<file path="src/rtl/vec_op_pkg.sv">
// Opcode encoding and helpers shared by the vector operation pipeline.
package vec_op_pkg;

    typedef enum logic [2:0] {
        OP_XOR = 3'd0,
        OP_INC = 3'd1,
        OP_EQ  = 3'd2,
        OP_NOT = 3'd3,
        OP_ADD = 3'd4
    } op_e;

    localparam op_e OP_LAST = OP_ADD;

    function automatic logic op_legal(input logic [2:0] op);
        return op <= 3'(OP_LAST);
    endfunction

endpackage

</file>
<file path="src/rtl/vec_op_stage.sv">
// One valid/ready pipeline register; accepts whenever empty or draining this cycle.
module vec_op_stage #(
    parameter type T = logic [7:0]
) (
    input  logic clk,
    input  logic rst_n,
    input  logic in_valid,
    output logic in_ready,
    input  T     in_data,
    output logic out_valid,
    input  logic out_ready,
    output T     out_data
);

    assign in_ready = ~out_valid | out_ready;

    // Payload only loads on a real transfer so a stalled or idle stage keeps its value.
    always_ff @(posedge clk or negedge rst_n) begin
        if (!rst_n) begin
            out_valid <= 1'b0;
            out_data  <= '0;
        end else if (in_ready) begin
            out_valid <= in_valid;
            if (in_valid) out_data <= in_data;
        end
    end

endmodule

</file>
<file path="src/rtl/vec_op_pipe.sv">
// Two-stage vector op unit: stage 1 holds operands, decode sits between, stage 2 holds result.
module vec_op_pipe
    import vec_op_pkg::*;
#(
    parameter int WIDTH = 8,
    parameter int CNT_W = 16
) (
    input  logic             clk,
    input  logic             rst_n,
    input  logic             in_valid,
    output logic             in_ready,
    input  logic [2:0]       in_op,
    input  logic [WIDTH-1:0] in_a,
    input  logic [WIDTH-1:0] in_b,
    output logic             out_valid,
    input  logic             out_ready,
    output logic [WIDTH-1:0] out_data,
    output logic             out_carry,
    output logic             out_zero,
    output logic             out_err,
    input  logic             clr_cnt,
    output logic [CNT_W-1:0] op_count
);

    typedef struct packed {
        logic [2:0]       op;
        logic [WIDTH-1:0] a;
        logic [WIDTH-1:0] b;
    } s1_t;

    typedef struct packed {
        logic [WIDTH-1:0] data;
        logic             carry;
        logic             zero;
        logic             err;
    } s2_t;

    s1_t            s1_in, s1_q;
    s2_t            s2_in, s2_q;
    logic           s1_valid, s2_ready;
    logic [WIDTH:0] sum;

    assign s1_in = '{op: in_op, a: in_a, b: in_b};

    vec_op_stage #(.T(s1_t)) u_s1 (
        .clk(clk), .rst_n(rst_n),
        .in_valid(in_valid), .in_ready(in_ready), .in_data(s1_in),
        .out_valid(s1_valid), .out_ready(s2_ready), .out_data(s1_q)
    );

    // Result is computed one bit wider so INC/ADD expose their carry in sum[WIDTH].
    always_comb begin
        sum = '0;
        case (s1_q.op)
            OP_XOR:  sum = {1'b0, s1_q.a ^ s1_q.b};
            OP_INC:  sum = {1'b0, s1_q.a} + (WIDTH+1)'(1);
            OP_EQ:   sum = (WIDTH+1)'(s1_q.a == s1_q.b);
            OP_NOT:  sum = {1'b0, ~s1_q.a};
            OP_ADD:  sum = {1'b0, s1_q.a} + {1'b0, s1_q.b};
            default: sum = '0;
        endcase
        s2_in.data  = sum[WIDTH-1:0];
        s2_in.carry = sum[WIDTH];
        s2_in.zero  = (sum[WIDTH-1:0] == '0);
        s2_in.err   = ~op_legal(s1_q.op);
    end

    vec_op_stage #(.T(s2_t)) u_s2 (
        .clk(clk), .rst_n(rst_n),
        .in_valid(s1_valid), .in_ready(s2_ready), .in_data(s2_in),
        .out_valid(out_valid), .out_ready(out_ready), .out_data(s2_q)
    );

    assign out_data  = s2_q.data;
    assign out_carry = s2_q.carry;
    assign out_zero  = s2_q.zero;
    assign out_err   = s2_q.err;

    always_ff @(posedge clk or negedge rst_n) begin
        if (!rst_n)
            op_count <= '0;
        else if (clr_cnt)
            op_count <= '0;
        else if (out_valid && out_ready && (op_count != '1))
            op_count <= op_count + CNT_W'(1);
    end

endmodule

</file>
<file path="config.mk">
export PLATFORM = sky130hd
export DESIGN_NAME = vec_op_pipe
export DESIGN_NICKNAME = d
export VERILOG_FILES = /design/src/rtl/vec_op_pkg.sv /design/src/rtl/vec_op_stage.sv /design/src/rtl/vec_op_pipe.sv
export SDC_FILE = /design/constraint.sdc
export NUM_CORES = 1
export LEC_CHECK = 0
export BUFFER_PORTS_ARGS = -buffer_cell sky130_fd_sc_hd__clkbuf_2
export CAP_MARGIN = 20
export CORE_MARGIN = 2
export CORE_UTILIZATION = 45
export CTS_BUF_LIST = sky130_fd_sc_hd__clkbuf_4 sky130_fd_sc_hd__clkbuf_8
export CTS_CLUSTER_SIZE = 24
export DETAILED_ROUTE_END_ITERATION = 10
export GPL_ROUTABILITY_DRIVEN = 0
export HOLD_SLACK_MARGIN = 0.03
export PLACE_DENSITY = 0.72
export SYNTH_ARGS = -nofsm -noshare
export SYNTH_HDL_FRONTEND = slang
export SYNTH_SLANG_ARGS = --single-unit
</file>
<file path="constraint.sdc">
create_clock -name clk -period 9.2 [get_ports clk]
set_input_delay 0.92 -clock clk [delete_from_list [all_inputs] [get_ports clk]]
set_output_delay 0.92 -clock clk [all_outputs]
set_load 0.1 [all_outputs]
</file>
# Word level (Yosys, flattened, before mapping)
# Index checks and enable logic that the tools add are counted.
dict set report classes {
  add_sub_neg 3
  n_lt_le_gt_ge 1
  eq_ne 6
  muxes 3
  bitwise 7
  n_reduce_logical 7
}
# cell count
set op_table {}
lappend op_table {{$pmux 9 s5} 1}
lappend op_table {{$mux 16} 2}
lappend op_table {{$add 16x1->16 const B} 1}
lappend op_table {{$ne 16x16->1 const B} 1}
lappend op_table {{$add 8x1->9 const B} 1}
lappend op_table {{$add 8x8->9} 1}
lappend op_table {{$eq 8x8->1} 1}
lappend op_table {{$logic_not 8->1} 1}
lappend op_table {{$not 8->8} 1}
lappend op_table {{$xor 8x8->8} 1}
lappend op_table {{$eq 3x2->1 const B} 2}
lappend op_table {{$reduce_and 2->1} 2}
lappend op_table {{$eq 3x1->1 const B} 1}
lappend op_table {{$eq 3x3->1 const B} 1}
lappend op_table {{$le 3x3->1 const B} 1}
lappend op_table {{$logic_not 3->1} 1}
lappend op_table {{$not 1->1} 3}
lappend op_table {{$logic_and 1x1->1} 2}
lappend op_table {{$or 1x1->1} 2}
lappend op_table {{$reduce_bool 2->1} 1}
dict set report totals {
  register_bits 48
  inputBits 24
  out_inout_bits 29
  elab_cells 37
}

# Depth between registers and ports, before layout
# Gate-level depths: netlist (run 1).
dict set report depth {
  depth_word 4
  mapped_depth 12
}

# Cells and area by module
# Synthesis (run 1) repeated with hierarchy kept, for this count alone.
dict set report hier_totals {
  cells_unflattened 270
  area_unflattened_um2 2937.8
}
# mod n_inst cells_per_inst area_each_um2 seq_area_each_um2
set by_module_without_submodules {}
lappend by_module_without_submodules {vec_op_pipe 1 200 1629.1 400.4}
lappend by_module_without_submodules {{vec_op_stage at u_s1} 1 43 794.5 500.5}
lappend by_module_without_submodules {{vec_op_stage at u_s2} 1 27 514.2 300.3}

# Least setup slack after synthesis (run 1)
# Ideal clock, no wire load.
dict set report synth_timing {
  path_kind {register to register}
  from {reg u_s2.out_valid}
  to {reg u_s1.out_data[0] in the netlist's numbering}
  setup_time_ns 0.125
  arrival_ns 3.343
  path_slack_ns 5.733
  path_stages_with_launch 5
  path_buffers 1
  period_less_slack_ns 3.467
  cell_sequence {dfrtp_1 -> nand3b_1 -> nand2_1 -> clkbuf_1 -> mux2_2}
}
dict set report synth_between {
  elab_chain_len 4
}
# element line_no
set synth_rtl {}
lappend synth_rtl {{start, declared} vec_op_stage.sv:10} ;# output logic out_valid,
lappend synth_rtl {{start signal, assigned} vec_op_stage.sv:23} ;# out_valid <= in_valid;
lappend synth_rtl {{$not 1->1} vec_op_stage.sv:15} ;# assign in_ready = ~out_valid | out_ready;
lappend synth_rtl {{$or 1x1->1 (2 in series)} vec_op_stage.sv:15}
lappend synth_rtl {{via in_ready} vec_op_pipe.sv:11} ;# output logic in_ready,
lappend synth_rtl {{$reduce_and 2->1 (no line)} --}
lappend synth_rtl {{end signal, assigned} vec_op_stage.sv:24} ;# if (in_valid) out_data <= in_data;
lappend synth_rtl {{end, declared} vec_op_stage.sv:12} ;# output T out_data
# The timed path passes the listed nets, and every way through them passes these cells.
# A chain may end at the register's enable or synchronous reset.

# Worst setup path after layout (run 1)
dict set report layout_timing {
  from {reg u_s1.out_data[18] in the netlist's numbering}
  to {reg u_s2.out_data[1] in the netlist's numbering}
}
dict set report layout_between {
  elab_chain_len 3
  word_cells_on_any_way 7
  classes_between {eq/ne (4); mux (1); reduce/logical (2)}
}
# element line_no
set layout_rtl {}
lappend layout_rtl {{$eq 3x3->1, or another cell as far along} vec_op_pipe.sv:54} ;# case (s1_q.op)
lappend layout_rtl {{$pmux 9 s5 *} vec_op_pipe.sv:54}
lappend layout_rtl {{$logic_not 8->1 *} vec_op_pipe.sv:64} ;# s2_in.zero = (sum[WIDTH-1:0] == '0);
lappend layout_rtl {{end signal, assigned} vec_op_stage.sv:24}
lappend layout_rtl {{end, declared} vec_op_stage.sv:12}
# Mark *: on every way between the ends. The rest lies on a longest branch, timed or not.

==> results.txt, run 1 <==
Pwr/cell area: 204 nW/µm²
Slew at the pin closest to its max-slew limit: 0.781 ns
P&R area growth vs syn: 14.9%
Peak supply drop: 0.155 mV
Clk sinks: 48
Chip height: 81.8 µm
Nets@finish: 350
Hpwl dp: 4510 µm
Layout cells sized above 1: 26.9%
Cell Rows: 28
Largest net degree at the start of global routing: 49
R2R depth: 11
#FFs+latches synth: 48
CTS Buffer Depth: 2
Max_slew headroom: 47.8%
Combinational share of power: 39.2%
Ys async rst share: 100%
All-Layer GR Usage: 19.2%
Antenna-violating nets left: 0
Worst skew pair latency: 0.30 ns
Hold Path Stages: 2
RSZ-0062 raised after global routing: false
Starting Density: 46.2%
Hold buffers post-CTS: 0
Core area: 5890 µm²
# IOs: 53
Final slew viol count: 0
P_leak: 1.50 nW
Clock share of power: 19.0%
Multi-input combinational cell area: 1450 µm²
Critical Path Sink Type: flop
Ant. Diodes: 0
Synth area leaders: dfrtp_1 44%, mux2_2 7.9%, xor2_1 6.4%
Post-synthesis net count: 300
Net Sw Frac: 43.5%
Power consumption: 0.000638 W
Total CTS buffers: 5
Non-Filler Instances: 391
FMAX: 298 MHz
Post-synth cell types: 53
Gate Count Post-Synth: 266
Wirelength per Cell: 15.5 µm
Pre-Repair DR Iteration Count: 4
Reg power frac: 41.7%
Fill cell count: 558
Global route overflow: 0
Setup bufs post-CTS: 0
Critical Path AT: 3.55 ns
Req. time, crit path: 9.39 ns
Die Wd: 81.8 µm
Final WL: 6040 µm
Setup Skew: 0.00916 ns
Min Tclk post-route: 3.36 ns
Biggest area consumer among synthesized cells: dfrtp_1
Reg area: 1200 µm²
Final hold vios: 0
Vias in the first global route: 2114
Post-synth top cells: 48 x dfrtp_1, 25 x nor2_1, 20 x xor2_1
Post-synth EDFFs: 0
Period utilization: 36.5%
Maximum fanout along the worst path: 17
I/O Buffers: 52
Kind of critical path: reg2reg
Top cell type's share of synthesized area: 44.1%
Status: finished clean
Setup TNS: 0 ns
Internal Power: 0.000360 W
Via/cell ratio: 5.53
Synth Cell Area: 2720 µm²
Initial antenna violation count: 0
Yosys warnings: 0
Clock-pin slew on the worst setup and hold paths: 0.08 ns
Max-cap viol count: 0
TritonCTS clock tree: done
HP Class: reg2reg
CP Launch Type: flop
DRT iter0 DRCs: 130
First-pass GRT wire length: 9970 µm
Dpl cells: 384
Synth Flop Type: dfrtp_1
Synth Area per Inst: 10.2 µm²
H-tree lvl count: 2
Die area: 6690 µm²
Sequential cell area fraction in the yosys report: 44.1%
# setup viols final: 0
Clock root buffer: clkbuf_8
Most common cell in the netlist: dfrtp_1
DRC viols: 0
Switch Pwr: 0.000278 W
Total number of vias: 2161
Post-CTS sizing: 0
Final core utilization: 53.1%
[worst max-delay path, stage by stage, from the launching register on]
cell and delay, ns:
dfrtp_1 0.69, inv_1 0.21, or3_1 0.39, ha_1 0.21, inv_1 0.07, fa_1 0.20
nand2b_1 0.14, a21oi_1 0.07, a2111oi_0 0.61, xnor2_1 0.19, o22ai_1 0.11, o41ai_1 0.37
[final cells by class]
class / count / area share (%)
clock buffer: 5 / 2.20
clock inverter: 2 / 0.400
tap: 75 / 3.00
inverter: 8 / 0.961
multi-input combinational: 200 / 46.4
timing repair buffer: 53 / 8.57
sequential: 48 / 38.4
[power by group through the flow]
stage,Sequential [W],Combinational [W],Clock [W]
floorplan,0.000355,0.000112,0
global placement,0.000269,0.000248,0
detailed placement,0.000271,0.000250,0
CTS,0.000266,0.000251,0.000127
global route,0.000271,0.000269,0.000135
finish,0.000266,0.000250,0.000122
[layer usage]
| metal | global-route usage (%) | wire (µm) | up-vias |
|---|---|---|---|
| met5 | 0 | 0 | - |
| met4 | 4.67 | 68 | 0 |
| met3 | 4.73 | 303 | 8 |
| met2 | 28.5 | 2670 | 57 |
| met1 | 28.2 | 3000 | 1039 |
| li1 | - | - | 1057 |
[stage by stage]
step           setup slack (ns)  hold WS (ns)  area [µm²]
6_report                   5.84         0.490        3130
2_1_floorplan              5.73         0.514        2720
3_3_place_gp               6.02         0.467        3040
5_1_grt                    5.50         0.513        3130
4_1_cts                    5.82         0.490        3130
3_5_place_dp               5.87         0.471        3040
[cell usage in the layout, fill, tap and decap left out, types with 3 or more instances in the layout]
cell type / Yosys / layout
a21oi_1: 13 / 13
a22o_1: 4 / 4
and3_1: 14 / 14
clkbuf_2: 0 / 52
clkbuf_8: 0 / 5
dfrtp_1: 48 / 48
ha_1: 9 / 9
inv_1: 8 / 8
mux2_2: 19 / 19
nand2_1: 16 / 16
nand2b_1: 5 / 5
nand3_1: 9 / 9
nand4_1: 6 / 6
nor2_1: 25 / 25
nor2b_1: 4 / 4
o21ai_0: 7 / 7
o22ai_1: 3 / 3
xnor2_1: 8 / 8
xor2_1: 20 / 20
[flip-flops by register name, indices dropped and copies added, names as in the netlist]
register / flops
u_s1.out_data: 19
op_count: 16
u_s2.out_data: 11
u_s1.out_valid: 1
u_s2.out_valid: 1
[cell families (layout without fill, tap and decap cells)]
group / after synthesis / count (layout) / synth area share [%]
and+or+nand+nor: 94 / 94 / 18.3
xor gates and xnor gates: 28 / 28 / 9.01
buffers and inverters: 18 / 68 / 2.53
muxes: 21 / 21 / 8.60
DFF: 48 / 48 / 44.1
adders and majority gates: 10 / 10 / 4.87
AOI/OAI and AO/OA: 47 / 47 / 12.5
[worst paths after layout]
check                                          to  slack (ns)              start
worst max-delay path             u_s2.out_data[1]        5.84  u_s1.out_data[18]
worst min-delay path             u_s2.out_data[1]        0.49   u_s2.out_data[1]
worst max register to register   u_s2.out_data[1]        5.84  u_s1.out_data[18]
worst min register to register   u_s2.out_data[1]        0.49   u_s2.out_data[1]
max in group asynchronous        u_s1.out_data[2]        8.08              rst_n
min in group asynchronous       u_s2.out_data[10]        0.70              rst_n
Note: power is estimated with default switching activity, not from simulation.
==> run 2, diff against run 1 <==
--- a/config.mk
+++ b/config.mk
@@ -14,7 +14,7 @@
 export DETAILED_ROUTE_END_ITERATION = 10
 export GPL_ROUTABILITY_DRIVEN = 0
 export HOLD_SLACK_MARGIN = 0.03
-export PLACE_DENSITY = 0.72
+export PLACE_DENSITY = 0.75
 export SYNTH_ARGS = -nofsm -noshare
 export SYNTH_HDL_FRONTEND = slang
 export SYNTH_SLANG_ARGS = --single-unit
==> constraint.sdc (replaced) <==
create_clock -name clk -period 2.7 [get_ports clk]
set_input_delay 0.27 -clock clk [delete_from_list [all_inputs] [get_ports clk]]
set_output_delay 0.27 -clock clk [all_outputs]
set_load 0.1 [all_outputs]
==> run 2 against run 1 <==
The run now ends with negative setup slack left. Clock-buffer cell count grew 1. Sequential power grew to 3.4 times the previous value. Clock skew down 0.0020 ns. Final cell count up 4.6%. Die area is the same. Largest power group is now combinational cells. Highest routed layer unchanged.
==> results.txt, run 2 (synthesis gave the netlist of run 1 again) <==
Status: finished with violations (was finished clean)
Violated checks: negative setup slack
R2R depth: 9 (was 11)
Pwr/cell area: 717 nW/µm² (was 204 nW/µm²)
Clk sinks: 48 (unchanged)
All-Layer GR Usage: 19.2% (about the same)
# IOs: 53 (unchanged)
Dpl cells: 394 (was 384)
Final hold vios: 0 (unchanged)
Nets@finish: 367 (was 350)
RSZ-0062 raised after global routing: true (was false)
Slew at the pin closest to its max-slew limit: 0.553 ns (was 0.781 ns)
# setup viols final: 1 (was 0)
Total CTS buffers: 5 (unchanged)
Most frequent cells in the layout: 52 x clkbuf_2, 46 x dfrtp_1, 24 x nor2_1 (was 52 x clkbuf_2, 48 x dfrtp_1, 25 x nor2_1)
Total number of vias: 2291 (was 2161)
Design area: 3380 µm² (was 3130 µm²)
Core area: 5890 µm² (unchanged)
Starting Density: 46.2% (unchanged)
Peak supply drop: 0.442 mV (was 0.155 mV)
Largest registers: u_s1.out_data x19, op_count x16, u_s2.out_data x11 (unchanged)
Ant. Diodes: 0 (unchanged)
Max_slew headroom: 63.3% (was 47.8%)
CP Capture Point: u_s2.out_data[1] (unchanged)
Global route overflow: 0 (unchanged)
H-tree lvl count: 2 (unchanged)
HP Class: in2reg (was reg2reg)
Critical Path Sink Type: flop (unchanged)
Antenna-violating nets left: 0 (unchanged)
Hold Path Origin: in_b[7] (was u_s2.out_data[1])
Non-Filler Instances: 409 (was 391)
Req. time, crit path: 2.88 ns (was 9.39 ns)
Critical Path AT: 2.88 ns (was 3.55 ns)
Period utilization: 100% (was 36.5%)
Pre-Repair DR Iteration Count: 4 (unchanged)
Worst skew pair latency: 0.30 ns (about the same)
Final WL: 6260 µm (was 6040 µm)
Commonest non-fill, non-tap cell in the layout: clkbuf_2 (unchanged)
Final slew viol count: 0 (unchanged)
PnR worst setup slack: -0.00131 ns (was 5.84 ns)
Reg2reg setup slack: -0.001 ns (was 5.84 ns)
DRT iter0 DRCs: 205 (was 130)
CTS Buffer Depth: 2 (unchanged)
Pre-CTS setup slack: 0.00608 ns (was 5.87 ns)
P&R area growth vs syn: 24.1% (was 14.9%)
Min Tclk post-route: 2.70 ns (was 3.36 ns)
Initial antenna violation count: 0 (unchanged)
Die area: 6690 µm² (unchanged)
Crit path launch: u_s1.out_data[16] (was u_s1.out_data[18])
R2R Path Start: u_s1.out_data[16] (was u_s1.out_data[18])
Max FFs per register: 19 (unchanged)
Worst r2r dst: u_s2.out_data[1] (unchanged)
P_leak: 1.62 nW (was 1.50 nW)
Clock root buffer: clkbuf_8 (unchanged)
Cell Rows: 28 (unchanged)
TritonCTS clock tree: done (unchanged)
Clock-pin slew on the worst setup and hold paths: 0.09 ns (was 0.08 ns)
FMAX: 370 MHz (was 298 MHz)
DRC viols: 0 (unchanged)
Vias in the first global route: 2125 (was 2114)
Largest net degree at the start of global routing: 20 (was 49)
Largest Register: u_s1.out_data (unchanged)
Maximum fanout along the worst path: 4 (was 17)
Layout cells sized above 1: 34.4% (was 26.9%)
Placed inst area: 3140 µm² (was 3040 µm²)
Setup Skew: 0.00719 ns (was 0.00916 ns)
Die Wd: 81.8 µm (unchanged)
First-pass GRT wire length: 9920 µm (was 9970 µm)
Max-cap viol count: 0 (unchanged)
Power consumption: 0.00242 W (was 0.000638 W)
Chip height: 81.8 µm (unchanged)
Hpwl dp: 4620 µm (was 4510 µm)
Kind of critical path: reg2reg (unchanged)
Wirelength per Cell: 15.3 µm (was 15.5 µm)
I/O Buffers: 52 (unchanged)
Via/cell ratio: 5.60 (was 5.53)
CP Launch Type: flop (unchanged)
run 2: stage by stage:
| step | hold slack (ns) | utilization (%) | setup TNS, ns |
|---|---|---|---|
| 6_report | 0.196 | 57.4 | -0.00131 |
| 5_1_grt | 0.187 | 57.4 | -0.155 |
| 4_1_cts | 0.190 | 56.3 | -0.0151 |
| 3_5_place_dp | 0.241 | 53.4 | 0 |
| 3_3_place_gp | 0.240 | 53.4 | 0 |
| 2_1_floorplan | -0.0256 | - | -0.0259 |
run 2: report_power, final:
part	switching (W)	total, W	internal (W)
Clock	0.000248	0.000552	0.000303
Combinational	0.000665	0.000977	0.000312
Sequential	0.0000867	0.000893	0.000807
run 2: routing by layer:
layer  vias up  GRT usage, %  share of wire [%]
li1       1080             -                  -
met1      1118          27.0                 46
met2        85          29.1                 47
met3         8          4.18                5.5
met4         0          6.83                1.1
met5         -             0                  0
run 2: cell type report:
cell class                 count  area [µm²]
inverter                       8        30.0
timing repair buffer          70         398
clock inverter                 2        38.8
clock buffer                   6        82.6
tap                           75        93.8
multi-input combinational    200        1530
sequential                    48        1210
fill                         523        2510
run 2: critical path: stages (launching register included):
cell and delay [ns]:
dfrtp_2 0.45, or2_4 0.27, or3_1 0.31, ha_2 0.19, a211o_1 0.27, and3_4 0.18
a41o_1 0.19, or4b_4 0.54, o211ai_4 0.10, o41ai_2 0.09
run 2: worst min-delay path by stage:
stage | endpoint | cells past startpoint | slack [ns]
4_1_cts | u_s1.out_data[7] | 2 | 0.19
3_5_place_dp | u_s1.out_data[3] | 1 | 0.24
3_3_place_gp | u_s1.out_data[3] | 1 | 0.24
2_1_floorplan | op_count[0] | 0 | -0.03
5_1_grt | u_s1.out_data[11] | 2 | 0.19
6_report | u_s1.out_data[7] | 2 | 0.20
run 2: repair_timing:
item	CTS	global route
endpoints found under the setup margin	1	3
buffers inserted	1	5
hold endpoints to repair	17	0
gates resized for setup	6	6
hold buffers	1	0
pin swaps	7	9
